`src/rtl/hazard_scoreboard_if.sv`:
```
// Hazard scoreboard bundle: every pipeline-facing signal of hazard_scoreboard.
//   master : pipeline side; drives D/E/M hazard inputs and receives stall/flush/forward controls.
//   slave  : scoreboard side.
// Ports carried:
//   rsD/rtD/use_rsD/use_rtD      D-stage source operands
//   rsE/rtE/load_E/...           E-stage operands, destination, divide start
//   fwd_we/fwd_addr/fwd_ready    NUM_FWD producers, index 0 youngest
//   mem_stallM, flush_*          memory stall and redirect/exception requests
//   stall*/flush*                per-stage hold / clear
//   forward_aE/forward_bE        0 = register file, i+1 = producer i
//   div_busy/div_done            divide FSM status
interface hazard_scoreboard_if #(
  parameter int NUM_FWD = 2,
  parameter int REG_AW  = 5
);
  localparam int FSEL_W = $clog2(NUM_FWD + 1);

  logic [REG_AW-1:0]         rsD, rtD;
  logic                      use_rsD, use_rtD;
  logic [REG_AW-1:0]         rsE, rtE;
  logic                      load_E, reg_write_enE;
  logic [REG_AW-1:0]         reg_writeE;
  logic                      div_startE;
  logic [NUM_FWD-1:0]        fwd_we;
  logic [NUM_FWD*REG_AW-1:0] fwd_addr;
  logic [NUM_FWD-1:0]        fwd_ready;
  logic                      mem_stallM;
  logic                      flush_jumpE, flush_predM, flush_excM;
  logic                      stallF, stallD, stallE, stallM, stallW;
  logic                      flushF, flushD, flushE, flushM, flushW;
  logic [FSEL_W-1:0]         forward_aE, forward_bE;
  logic                      div_busy, div_done;

  modport master (
    output rsD, rtD, use_rsD, use_rtD, rsE, rtE, load_E, reg_write_enE,
           reg_writeE, div_startE, fwd_we, fwd_addr, fwd_ready, mem_stallM,
           flush_jumpE, flush_predM, flush_excM,
    input  stallF, stallD, stallE, stallM, stallW,
           flushF, flushD, flushE, flushM, flushW,
           forward_aE, forward_bE, div_busy, div_done
  );

  modport slave (
    input  rsD, rtD, use_rsD, use_rtD, rsE, rtE, load_E, reg_write_enE,
           reg_writeE, div_startE, fwd_we, fwd_addr, fwd_ready, mem_stallM,
           flush_jumpE, flush_predM, flush_excM,
    output stallF, stallD, stallE, stallM, stallW,
           flushF, flushD, flushE, flushM, flushW,
           forward_aE, forward_bE, div_busy, div_done
  );
endinterface

```
`src/rtl/hazard_scoreboard.sv`:
```
// Five-stage pipeline hazard controller.
//   clk    : sole clock, rising edge
//   resetn : asynchronous active-low reset
//   hs     : hazard_scoreboard_if.slave, all hazard inputs and stall/flush/forward outputs
// Combinational forwarding / stall / flush logic plus three pieces of state:
// a cycle-counted divide occupancy FSM, and an exception latch that defers a
// flush until the memory access in M completes. Load-use is purely combinational.
module hazard_scoreboard #(
  parameter int NUM_FWD    = 2,
  parameter int REG_AW     = 5,
  parameter int DIV_CYCLES = 34
) (
  input  logic              clk,
  input  logic              resetn,
  hazard_scoreboard_if.slave hs
);
  localparam int FSEL_W = $clog2(NUM_FWD + 1);
  localparam int CNT_W  = $clog2(DIV_CYCLES + 1);

  typedef enum logic [1:0] {IDLE, BUSY, DONE} div_state_e;

  div_state_e        state, state_n;
  logic [CNT_W-1:0]  cnt, cnt_n;
  logic              exc_pend;

  logic [FSEL_W-1:0] sel_a, sel_b;
  logic              hit_a, hit_b, rdy_a, rdy_b;
  logic              data_stall, lu_stall;
  logic              exc_req, exc_fire;
  logic              start, div_stall, h_e, stall_e;

  // Priority forward select: scan from oldest to youngest so the youngest
  // matching producer (lowest index) is the one left standing.
  always_comb begin
    sel_a = '0; sel_b = '0;
    hit_a = 1'b0; hit_b = 1'b0;
    rdy_a = 1'b1; rdy_b = 1'b1;
    for (int i = NUM_FWD - 1; i >= 0; i--) begin
      if (hs.fwd_we[i] && hs.fwd_addr[i*REG_AW +: REG_AW] == hs.rsE && hs.rsE != '0) begin
        hit_a = 1'b1;
        sel_a = FSEL_W'(i + 1);
        rdy_a = hs.fwd_ready[i];
      end
      if (hs.fwd_we[i] && hs.fwd_addr[i*REG_AW +: REG_AW] == hs.rtE && hs.rtE != '0) begin
        hit_b = 1'b1;
        sel_b = FSEL_W'(i + 1);
        rdy_b = hs.fwd_ready[i];
      end
    end
  end

  assign data_stall = (hit_a & ~rdy_a) | (hit_b & ~rdy_b);

  assign lu_stall = hs.load_E & hs.reg_write_enE & (hs.reg_writeE != '0) &
                    ((hs.use_rsD & (hs.rsD == hs.reg_writeE)) |
                     (hs.use_rtD & (hs.rtD == hs.reg_writeE)));

  // A pending exception can only be taken once M is no longer stalled.
  assign exc_req  = hs.flush_excM | exc_pend;
  assign exc_fire = exc_req & ~hs.mem_stallM;

  assign start     = (state == IDLE) & hs.div_startE & ~exc_fire & ~hs.mem_stallM & ~data_stall;
  assign div_stall = start | (state == BUSY);
  assign h_e       = div_stall | data_stall;
  assign stall_e   = ~exc_fire & (hs.mem_stallM | h_e);

  always_comb begin
    state_n = state;
    cnt_n   = cnt;
    if (exc_fire) begin
      state_n = IDLE;
      cnt_n   = '0;
    end else begin
      unique case (state)
        IDLE: if (start) begin
          state_n = BUSY;
          cnt_n   = CNT_W'(DIV_CYCLES - 1);
        end
        // Counts through memory stalls: the divider runs regardless of M.
        BUSY: begin
          cnt_n = cnt - CNT_W'(1);
          if (cnt == CNT_W'(1)) state_n = DONE;
        end
        // Result is held until E advances; no re-arm from here.
        DONE: if (!stall_e) state_n = IDLE;
        default: begin
          state_n = IDLE;
          cnt_n   = '0;
        end
      endcase
    end
  end

  always_ff @(posedge clk or negedge resetn) begin
    if (!resetn) begin
      state    <= IDLE;
      cnt      <= '0;
      exc_pend <= 1'b0;
    end else begin
      state    <= state_n;
      cnt      <= cnt_n;
      // Set while stalled with a request outstanding, cleared on fire.
      exc_pend <= exc_req & hs.mem_stallM;
    end
  end

  assign hs.stallF     = ~exc_fire & (hs.mem_stallM | h_e | lu_stall);
  assign hs.stallD     = hs.stallF;
  assign hs.stallE     = stall_e;
  assign hs.stallM     = hs.mem_stallM;
  assign hs.stallW     = 1'b0;
  assign hs.flushF     = 1'b0;
  assign hs.flushD     = exc_fire | ((hs.flush_predM | hs.flush_jumpE) & ~hs.mem_stallM);
  assign hs.flushE     = exc_fire | (~hs.mem_stallM & ~h_e & (hs.flush_predM | lu_stall));
  assign hs.flushM     = exc_fire | (h_e & ~hs.mem_stallM);
  assign hs.flushW     = hs.mem_stallM;
  assign hs.forward_aE = sel_a;
  assign hs.forward_bE = sel_b;
  assign hs.div_busy   = (state == BUSY);
  assign hs.div_done   = (state == DONE);
endmodule

```
`src/flat_wrapper.sv`:
```
// flat-port wrapper written by rule: the top's interface ports become plain ports
module hazard_scoreboard_flat 
#(
  parameter int NUM_FWD    = 2,
  parameter int REG_AW     = 5,
  parameter int DIV_CYCLES = 34
)
  (clk, resetn, hs_rsD, hs_rtD, hs_use_rsD, hs_use_rtD, hs_rsE, hs_rtE, hs_load_E, hs_reg_write_enE, hs_reg_writeE, hs_div_startE, hs_fwd_we, hs_fwd_addr, hs_fwd_ready, hs_mem_stallM, hs_flush_jumpE, hs_flush_predM, hs_flush_excM, hs_stallF, hs_stallD, hs_stallE, hs_stallM, hs_stallW, hs_flushF, hs_flushD, hs_flushE, hs_flushM, hs_flushW, hs_forward_aE, hs_forward_bE, hs_div_busy, hs_div_done);
  hazard_scoreboard_if #(.NUM_FWD(NUM_FWD), .REG_AW(REG_AW)) hs_i ();
  input  logic clk;
  input  logic resetn;
  input wire logic [$bits(hs_i.rsD)-1:0] hs_rsD;
  input wire logic [$bits(hs_i.rtD)-1:0] hs_rtD;
  input wire logic [$bits(hs_i.use_rsD)-1:0] hs_use_rsD;
  input wire logic [$bits(hs_i.use_rtD)-1:0] hs_use_rtD;
  input wire logic [$bits(hs_i.rsE)-1:0] hs_rsE;
  input wire logic [$bits(hs_i.rtE)-1:0] hs_rtE;
  input wire logic [$bits(hs_i.load_E)-1:0] hs_load_E;
  input wire logic [$bits(hs_i.reg_write_enE)-1:0] hs_reg_write_enE;
  input wire logic [$bits(hs_i.reg_writeE)-1:0] hs_reg_writeE;
  input wire logic [$bits(hs_i.div_startE)-1:0] hs_div_startE;
  input wire logic [$bits(hs_i.fwd_we)-1:0] hs_fwd_we;
  input wire logic [$bits(hs_i.fwd_addr)-1:0] hs_fwd_addr;
  input wire logic [$bits(hs_i.fwd_ready)-1:0] hs_fwd_ready;
  input wire logic [$bits(hs_i.mem_stallM)-1:0] hs_mem_stallM;
  input wire logic [$bits(hs_i.flush_jumpE)-1:0] hs_flush_jumpE;
  input wire logic [$bits(hs_i.flush_predM)-1:0] hs_flush_predM;
  input wire logic [$bits(hs_i.flush_excM)-1:0] hs_flush_excM;
  output wire logic [$bits(hs_i.stallF)-1:0] hs_stallF;
  output wire logic [$bits(hs_i.stallD)-1:0] hs_stallD;
  output wire logic [$bits(hs_i.stallE)-1:0] hs_stallE;
  output wire logic [$bits(hs_i.stallM)-1:0] hs_stallM;
  output wire logic [$bits(hs_i.stallW)-1:0] hs_stallW;
  output wire logic [$bits(hs_i.flushF)-1:0] hs_flushF;
  output wire logic [$bits(hs_i.flushD)-1:0] hs_flushD;
  output wire logic [$bits(hs_i.flushE)-1:0] hs_flushE;
  output wire logic [$bits(hs_i.flushM)-1:0] hs_flushM;
  output wire logic [$bits(hs_i.flushW)-1:0] hs_flushW;
  output wire logic [$bits(hs_i.forward_aE)-1:0] hs_forward_aE;
  output wire logic [$bits(hs_i.forward_bE)-1:0] hs_forward_bE;
  output wire logic [$bits(hs_i.div_busy)-1:0] hs_div_busy;
  output wire logic [$bits(hs_i.div_done)-1:0] hs_div_done;
  assign hs_i.rsD = hs_rsD;
  assign hs_i.rtD = hs_rtD;
  assign hs_i.use_rsD = hs_use_rsD;
  assign hs_i.use_rtD = hs_use_rtD;
  assign hs_i.rsE = hs_rsE;
  assign hs_i.rtE = hs_rtE;
  assign hs_i.load_E = hs_load_E;
  assign hs_i.reg_write_enE = hs_reg_write_enE;
  assign hs_i.reg_writeE = hs_reg_writeE;
  assign hs_i.div_startE = hs_div_startE;
  assign hs_i.fwd_we = hs_fwd_we;
  assign hs_i.fwd_addr = hs_fwd_addr;
  assign hs_i.fwd_ready = hs_fwd_ready;
  assign hs_i.mem_stallM = hs_mem_stallM;
  assign hs_i.flush_jumpE = hs_flush_jumpE;
  assign hs_i.flush_predM = hs_flush_predM;
  assign hs_i.flush_excM = hs_flush_excM;
  assign hs_stallF = hs_i.stallF;
  assign hs_stallD = hs_i.stallD;
  assign hs_stallE = hs_i.stallE;
  assign hs_stallM = hs_i.stallM;
  assign hs_stallW = hs_i.stallW;
  assign hs_flushF = hs_i.flushF;
  assign hs_flushD = hs_i.flushD;
  assign hs_flushE = hs_i.flushE;
  assign hs_flushM = hs_i.flushM;
  assign hs_flushW = hs_i.flushW;
  assign hs_forward_aE = hs_i.forward_aE;
  assign hs_forward_bE = hs_i.forward_bE;
  assign hs_div_busy = hs_i.div_busy;
  assign hs_div_done = hs_i.div_done;
  hazard_scoreboard #(.NUM_FWD(NUM_FWD), .REG_AW(REG_AW), .DIV_CYCLES(DIV_CYCLES)) u_core (.clk(clk), .resetn(resetn), .hs(hs_i));
endmodule
```
`config.mk`:
```
export PLATFORM = sky130hd
export DESIGN_NAME = hazard_scoreboard_flat
export DESIGN_NICKNAME = d
export VERILOG_FILES = /design/src/rtl/hazard_scoreboard_if.sv /design/src/rtl/hazard_scoreboard.sv /design/src/flat_wrapper.sv
export SDC_FILE = /design/constraint.sdc
export NUM_CORES = 1
export LEC_CHECK = 0
export CAP_MARGIN = 25
export CORE_ASPECT_RATIO = 0.6
export CORE_UTILIZATION = 33
export CTS_CLUSTER_DIAMETER = 60
export DETAILED_ROUTE_END_ITERATION = 10
export PLACE_DENSITY = 0.77
export SYNTH_ARGS = -nofsm -noshare
export SYNTH_HDL_FRONTEND = slang
export SYNTH_SLANG_ARGS = --single-unit
```
`constraint.sdc`:
```
create_clock -name clk -period 2.35 [get_ports clk]
set_input_delay 0.47 -clock clk [delete_from_list [all_inputs] [get_ports clk]]
set_output_delay 0.47 -clock clk [all_outputs]
set_load 0.02 [all_outputs]
```
# Word-level counts from Yosys, hierarchy flattened

Index checks and enable logic that the tools add are counted.

Input port bits: 50
Output and inout bits: 16
Register bits after elaboration: 9
Logic and storage cells: 88

Mux-type cells: 20
Equality and inequality tests: 13
Reductions and logical operators: 14
$add $sub $neg: 1
Bitwise operators: 37

Operator list:

| cell                                                               | count |
|---|---|
| 5-bit == test                                                      | 6 |
| 1-bit AND                                                          | 19 |
| 6-bit one-hot mux with 3 select lines                              | 1 |
| 2-bit two-way mux                                                  | 8 |
| 5-bit nonzero test                                                 | 3 |
| 6-bit two-way mux                                                  | 2 |
| 1-bit bitwise OR                                                   | 12 |
| 1-bit logical AND                                                  | 8 |
| 1-bit two-way mux                                                  | 8 |
| 6-bit by 1-bit == test with 1-bit output, second input constant    | 1 |
| 3-bit by 1-bit != test with 1-bit output, second input constant    | 2 |
| 1-bit inverter                                                     | 6 |
| 2-bit one-hot mux with 3 select lines                              | 1 |
| 6-bit by 1-bit subtractor with 6-bit output, second input constant | 1 |
| 3-bit by 2-bit != test with 1-bit output, second input constant    | 1 |
| 3-bit AND reduction                                                | 1 |
| 2-bit by 1-bit == test with 1-bit output, second input constant    | 1 |
| 2-bit == test, second input constant                               | 1 |
| 2-bit zero test                                                    | 1 |
| 2-bit by 1-bit != test with 1-bit output, second input constant    | 1 |
| 2-bit AND reduction                                                | 1 |

# Depth between registers and ports, before layout

Word-level depth: 17
Mapped depth: 7
Gate-level depth less buffers: 6

# Worst setup path before layout

Ideal clock, no wire load.

Path type: input-to-output
Start: in hs_rsE[2]
End: out hs_stallF
Buffers on the path: 1
Data arrival time: 2415 ps
Setup slack: -535 ps
Stages on the path: 7
Data required time: 1880 ps
Cell sequence: xnor2_1 -> nand4_1 -> nor3b_1 -> o21ba_2 -> nor3_1 -> a31oi_1 -> buf_4

Cells in the longest elaborated chain, start to end: 15
Elaborated cells between the ends (all ways): 21
Classes of those cells: 2 x eq/ne; 4 x mux; 10 x bitwise; 5 x reduce/logical

RTL lines:

| what                              | RTL line                 | RTL |
|---|---|---|
| start: declaration                | flat_wrapper.sv:16       | `input wire logic [$bits(hs_i.rsE)-1:0] hs_rsE;` |
| 5-bit == test                     | hazard_scoreboard.sv:39  | `if (hs.fwd_we[i] && hs.fwd_addr[i*REG_AW +: REG_AW] == hs.rsE && hs.rsE != '0) begin` |
| 1-bit logical AND (2 in a row)    | hazard_scoreboard.sv:39  |  |
| 1-bit two-way mux (2 in a row)    | hazard_scoreboard.sv:39  |  |
| 1-bit inverter                    | hazard_scoreboard.sv:52  | `assign data_stall = (hit_a & ~rdy_a) \| (hit_b & ~rdy_b);` |
| 1-bit AND (*)                     | hazard_scoreboard.sv:52  |  |
| 1-bit bitwise OR (*)              | hazard_scoreboard.sv:52  |  |
| 1-bit inverter                    | hazard_scoreboard.sv:62  | `assign start = (state == IDLE) & hs.div_startE & ~exc_fire & ~hs.mem_stallM & ~data_stall;` |
| 1-bit AND                         | hazard_scoreboard.sv:62  |  |
| 1-bit bitwise OR                  | hazard_scoreboard.sv:63  | `assign div_stall = start \| (state == BUSY);` |
| 1-bit bitwise OR (*)              | hazard_scoreboard.sv:64  | `assign h_e = div_stall \| data_stall;` |
| 1-bit bitwise OR (*) (2 in a row) | hazard_scoreboard.sv:107 | `assign hs.stallF = ~exc_fire & (hs.mem_stallM \| h_e \| lu_stall);` |
| 1-bit AND (*)                     | hazard_scoreboard.sv:107 |  |
| end: declaration                  | flat_wrapper.sv:29       | `output wire logic [$bits(hs_i.stallF)-1:0] hs_stallF;` |

Mark *: on every way between the ends. The rest lies on a longest branch, timed or not.

# Worst setup path after layout

Start: in hs_fwd_addr[2]
End: out hs_flushE

Cells in the longest elaborated chain, start to end: 15
Elaborated cells between the ends (all ways): 23
Classes of those cells: 2 x eq/ne; 4 x mux; 13 x bitwise; 4 x reduce/logical

RTL lines:

| what                                                     | RTL line                                         | RTL |
|---|---|---|
| start: declaration                                       | flat_wrapper.sv:23                               | `input wire logic [$bits(hs_i.fwd_addr)-1:0] hs_fwd_addr;` |
| 5-bit == test, on equally long branches                  | hazard_scoreboard.sv:39, hazard_scoreboard.sv:44 |  |
| 1-bit logical AND, on equally long branches (2 in a row) | hazard_scoreboard.sv:39, hazard_scoreboard.sv:44 |  |
| 1-bit two-way mux, on equally long branches              | hazard_scoreboard.sv:39, hazard_scoreboard.sv:44 |  |
| 1-bit inverter                                           | hazard_scoreboard.sv:52                          |  |
| 1-bit AND                                                | hazard_scoreboard.sv:52                          |  |
| 1-bit bitwise OR (*)                                     | hazard_scoreboard.sv:52                          |  |
| 1-bit inverter                                           | hazard_scoreboard.sv:62                          |  |
| 1-bit AND                                                | hazard_scoreboard.sv:62                          |  |
| 1-bit bitwise OR                                         | hazard_scoreboard.sv:63                          |  |
| 1-bit bitwise OR (*)                                     | hazard_scoreboard.sv:64                          |  |
| 1-bit inverter (*)                                       | hazard_scoreboard.sv:114                         | `assign hs.flushE = exc_fire \| (~hs.mem_stallM & ~h_e & (hs.flush_predM \| lu_stall));` |
| 1-bit AND (*) (2 in a row)                               | hazard_scoreboard.sv:114                         |  |
| 1-bit bitwise OR (*)                                     | hazard_scoreboard.sv:114                         |  |
| end: declaration                                         | flat_wrapper.sv:36                               | `output wire logic [$bits(hs_i.flushE)-1:0] hs_flushE;` |

Marked as above.

==> flow_summary.toml <==
[run_status]
outcome = "finished, violations left"
violations = "negative setup slack"

[sta]
hold_viol_final = 0
fmax_mhz = 380
grt_setup_unrepaired = "yes"
period_share = 1.12
finalSetupViolations = 5
setup_slack_ns = -0.283
fin_crit_ns = 2.63
setup_tns_ns = -1.14
finClkSkew_ns = 0.00143
finalMaxSlewViolations = 0

[synthesis]
synth_seq_area_share = 0.213
syn-mean-instance-area_um2 = 8.40
netlist_area_mm2 = 0.00106
synth_cell_types = 37
ys_warn_count = 0
netlist_instances = 126
synth-seq-cells = 9

[floorplanning]
die_y_um = 45.9
die_area_mm2 = 0.00345
ioPinCount = 66
die_w_um = 75.1
core_mm2 = 0.00297
rows = 15
start_util = 0.357

[final_layout]
syn_to_final_growth_pct = 101
fin_nets = 274
drive_above_1_share = 0.407
n_antenna_cell = 0
final_common_cell = "buf_4"
fin_cells = 263
final_cell_mix = "37 x buf_4, 27 x clkdlybuf4s50_1, 17 x xor2_1"
fill_cells = 216

[place]
portBuffers = 63
hpwl_um = 3110
place_ws_ns = -1.19
place_inst = 257
place_congestion = 0.926

[setup_path]
ff2ff_path_depth = 8
startpoint_type = "primary input"
slowest_stage = "or3_4"
cp_slowest_stage_delay_ns = 0.35
path_class = "primary input to output port"
endpoint_kind = "output port"
crit_fanout = 2
cp.required_ns = 1.88
cp_data_arrival_time_ns = 2.16
crit_chain = "buf_8 -> xnor2_2 -> nand4_1 -> o2111a_2 -> o21ba_4 -> or3_4 -> a221oi_4 -> buf_6"

[clock_network]
cts-htree-levels = 1
cts.path.max_buffers = 2
clockRootBuffer = "clkbuf_8"
cts.reportedPaths.clkPinSlew_ns = 0.05
cts_buffers = 3
cts_tree = "done"
cts.sinks = 9
clk-insertion-delay-late_ns = 0.23

[detailed_routing]
route.vias.total = 1293
drcViolationCount = 0
routed_via_density = 4.92
drt_wl_total_um = 3840
ant_nets = 0
routedWlPerCell_um = 14.6
first_pass_iters = 4
drt_iter0_drc = 51

[grt]
grt_pass1_wl_um = 5880
grt_max_degree = 10
antenna_found_initial = 0
overflow = 0
grt_pass1_vias = 1259
grtUsageTotal = 0.231

[power_and_ir_drop]
power_density_mw_per_mm2 = 513
peakVddDrop_mv = 0.268
power_mw = 1.09
p_leak_nw = 0.962

[run]
cap_violations = 0

[worst_hold_path]
hold_path_class = "primary input to async pin"
worst paths after layout:
kind | slack [ns] | from | to
worst max-delay path | -0.28 | hs_fwd_addr[2] | hs_flushE
min in group clk | 0.57 | u_core.cnt[5] | u_core.cnt[5]
worst max register to register | 0.56 | u_core.exc_pend | u_core.cnt[5]
worst min-delay path | 0.53 | resetn | u_core.state[1]
max in group asynchronous | 1.53 | resetn | u_core.state[0]
worst min register to register | 0.57 | u_core.cnt[5] | u_core.cnt[5]
worst max-delay path, delay by kind of cell:
family | cells | cell delay [ns]
buffers and inverters | 2 | 0.25
xor gates and xnor gates | 1 | 0.16
AOI/OAI and AO/OA | 3 | 0.80
and+or+nand+nor | 2 | 0.49
report_power, final:
| part | internal (mW) | switching, mW |
|---|---|---|
| clock network | 0.118 | 0.0622 |
| registers | 0.206 | 0.0537 |
| logic | 0.344 | 0.309 |
synth_stat cells:
library cell | n | area, um^2
ha_1 | 2 | 25.0
nor2b_1 | 2 | 12.5
o21ba_2 | 2 | 20.0
conb_1 | 1 | 3.75
o41ai_2 | 1 | 16.3
inv_1 | 4 | 15.0
a221oi_2 | 1 | 15.0
a21oi_1 | 2 | 10.0
buf_4 | 5 | 37.5
nand3_1 | 5 | 25.0
nand3b_1 | 3 | 22.5
nor3b_1 | 4 | 30.0
o22ai_1 | 1 | 6.26
nand2_1 | 8 | 30.0
xnor2_1 | 15 | 131
nand4_1 | 2 | 12.5
and2_1 | 2 | 12.5
o31ai_1 | 1 | 7.51
xor2_1 | 18 | 158
nor4_1 | 4 | 25.0
o2111a_1 | 2 | 22.5
or4_1 | 1 | 7.51
o21ai_0 | 1 | 5.00
o21bai_1 | 2 | 15.0
a31oi_1 | 1 | 6.26
o2bb2ai_1 | 2 | 17.5
dfrtp_1 | 9 | 225
a21o_1 | 1 | 7.51
a211o_1 | 1 | 8.76
o2111ai_1 | 1 | 8.76
a31o_2 | 1 | 8.76
or3_4 | 1 | 11.3
o31a_1 | 1 | 8.76
a21boi_0 | 1 | 7.51
nor2_1 | 11 | 41.3
mux2_1 | 1 | 11.3
nor3_1 | 6 | 30.0
through the flow:
| stage | hold slack [ns] | util | cell area (um^2) |
|---|---|---|---|
| after global placement | 0.506 | 0.672 | 1990 |
| final | 0.534 | 0.719 | 2130 |
| after global routing | 0.564 | 0.719 | 2130 |
| after CTS | 0.541 | 0.698 | 2070 |
| after floorplan | 0.174 | - | 1120 |
| after detailed placement | 0.537 | 0.672 | 1990 |
state kept, by name, indices dropped and copies added, names as in the netlist:
name / cells
u_core.cnt: 6
u_core.exc_pend: 1
u_core.state: 2
kinds of logic after synthesis:
family | count (synthesis) | synth area share
adder cells (fa/ha/maj) | 2 | 0.0236
XOR/XNOR | 33 | 0.273
flip-flops | 9 | 0.213
buffers and inverters | 9 | 0.0496
other | 1 | 0.00354
AO/OA/AOI/OAI | 22 | 0.181
multiplexers | 1 | 0.0106
AND/OR/NAND/NOR | 49 | 0.246
metal layers:
metal  vias to the layer above  global-route usage  routed length (um)
met5                         -                   0                   0
met3                         5              0.0420                 159
met4                         0              0.0453                  37
met1                       608               0.302                1800
met2                        46               0.404                1840
li1                        634                   -                   -
area by class of cell:
| type | instances | area (um^2) | share of cell area |
|---|---|---|---|
| timing repair buffer | 95 | 830 | 0.389 |
| clock buffer | 4 | 45.0 | 0.0211 |
| tap | 42 | 52.6 | 0.0247 |
| inverter | 4 | 15.0 | 0.00705 |
| multi-input combinational | 109 | 963 | 0.452 |
| sequential | 9 | 225 | 0.106 |
repair_timing:
item                                    in CTS  in global routing
pin swaps                                   28                 14
endpoints found under the setup margin      16                  9
buffers inserted                             1                  1
hold buffers                                 0                  0
gates resized for setup                    132                 24
Power figures use the tool's default switching activity.
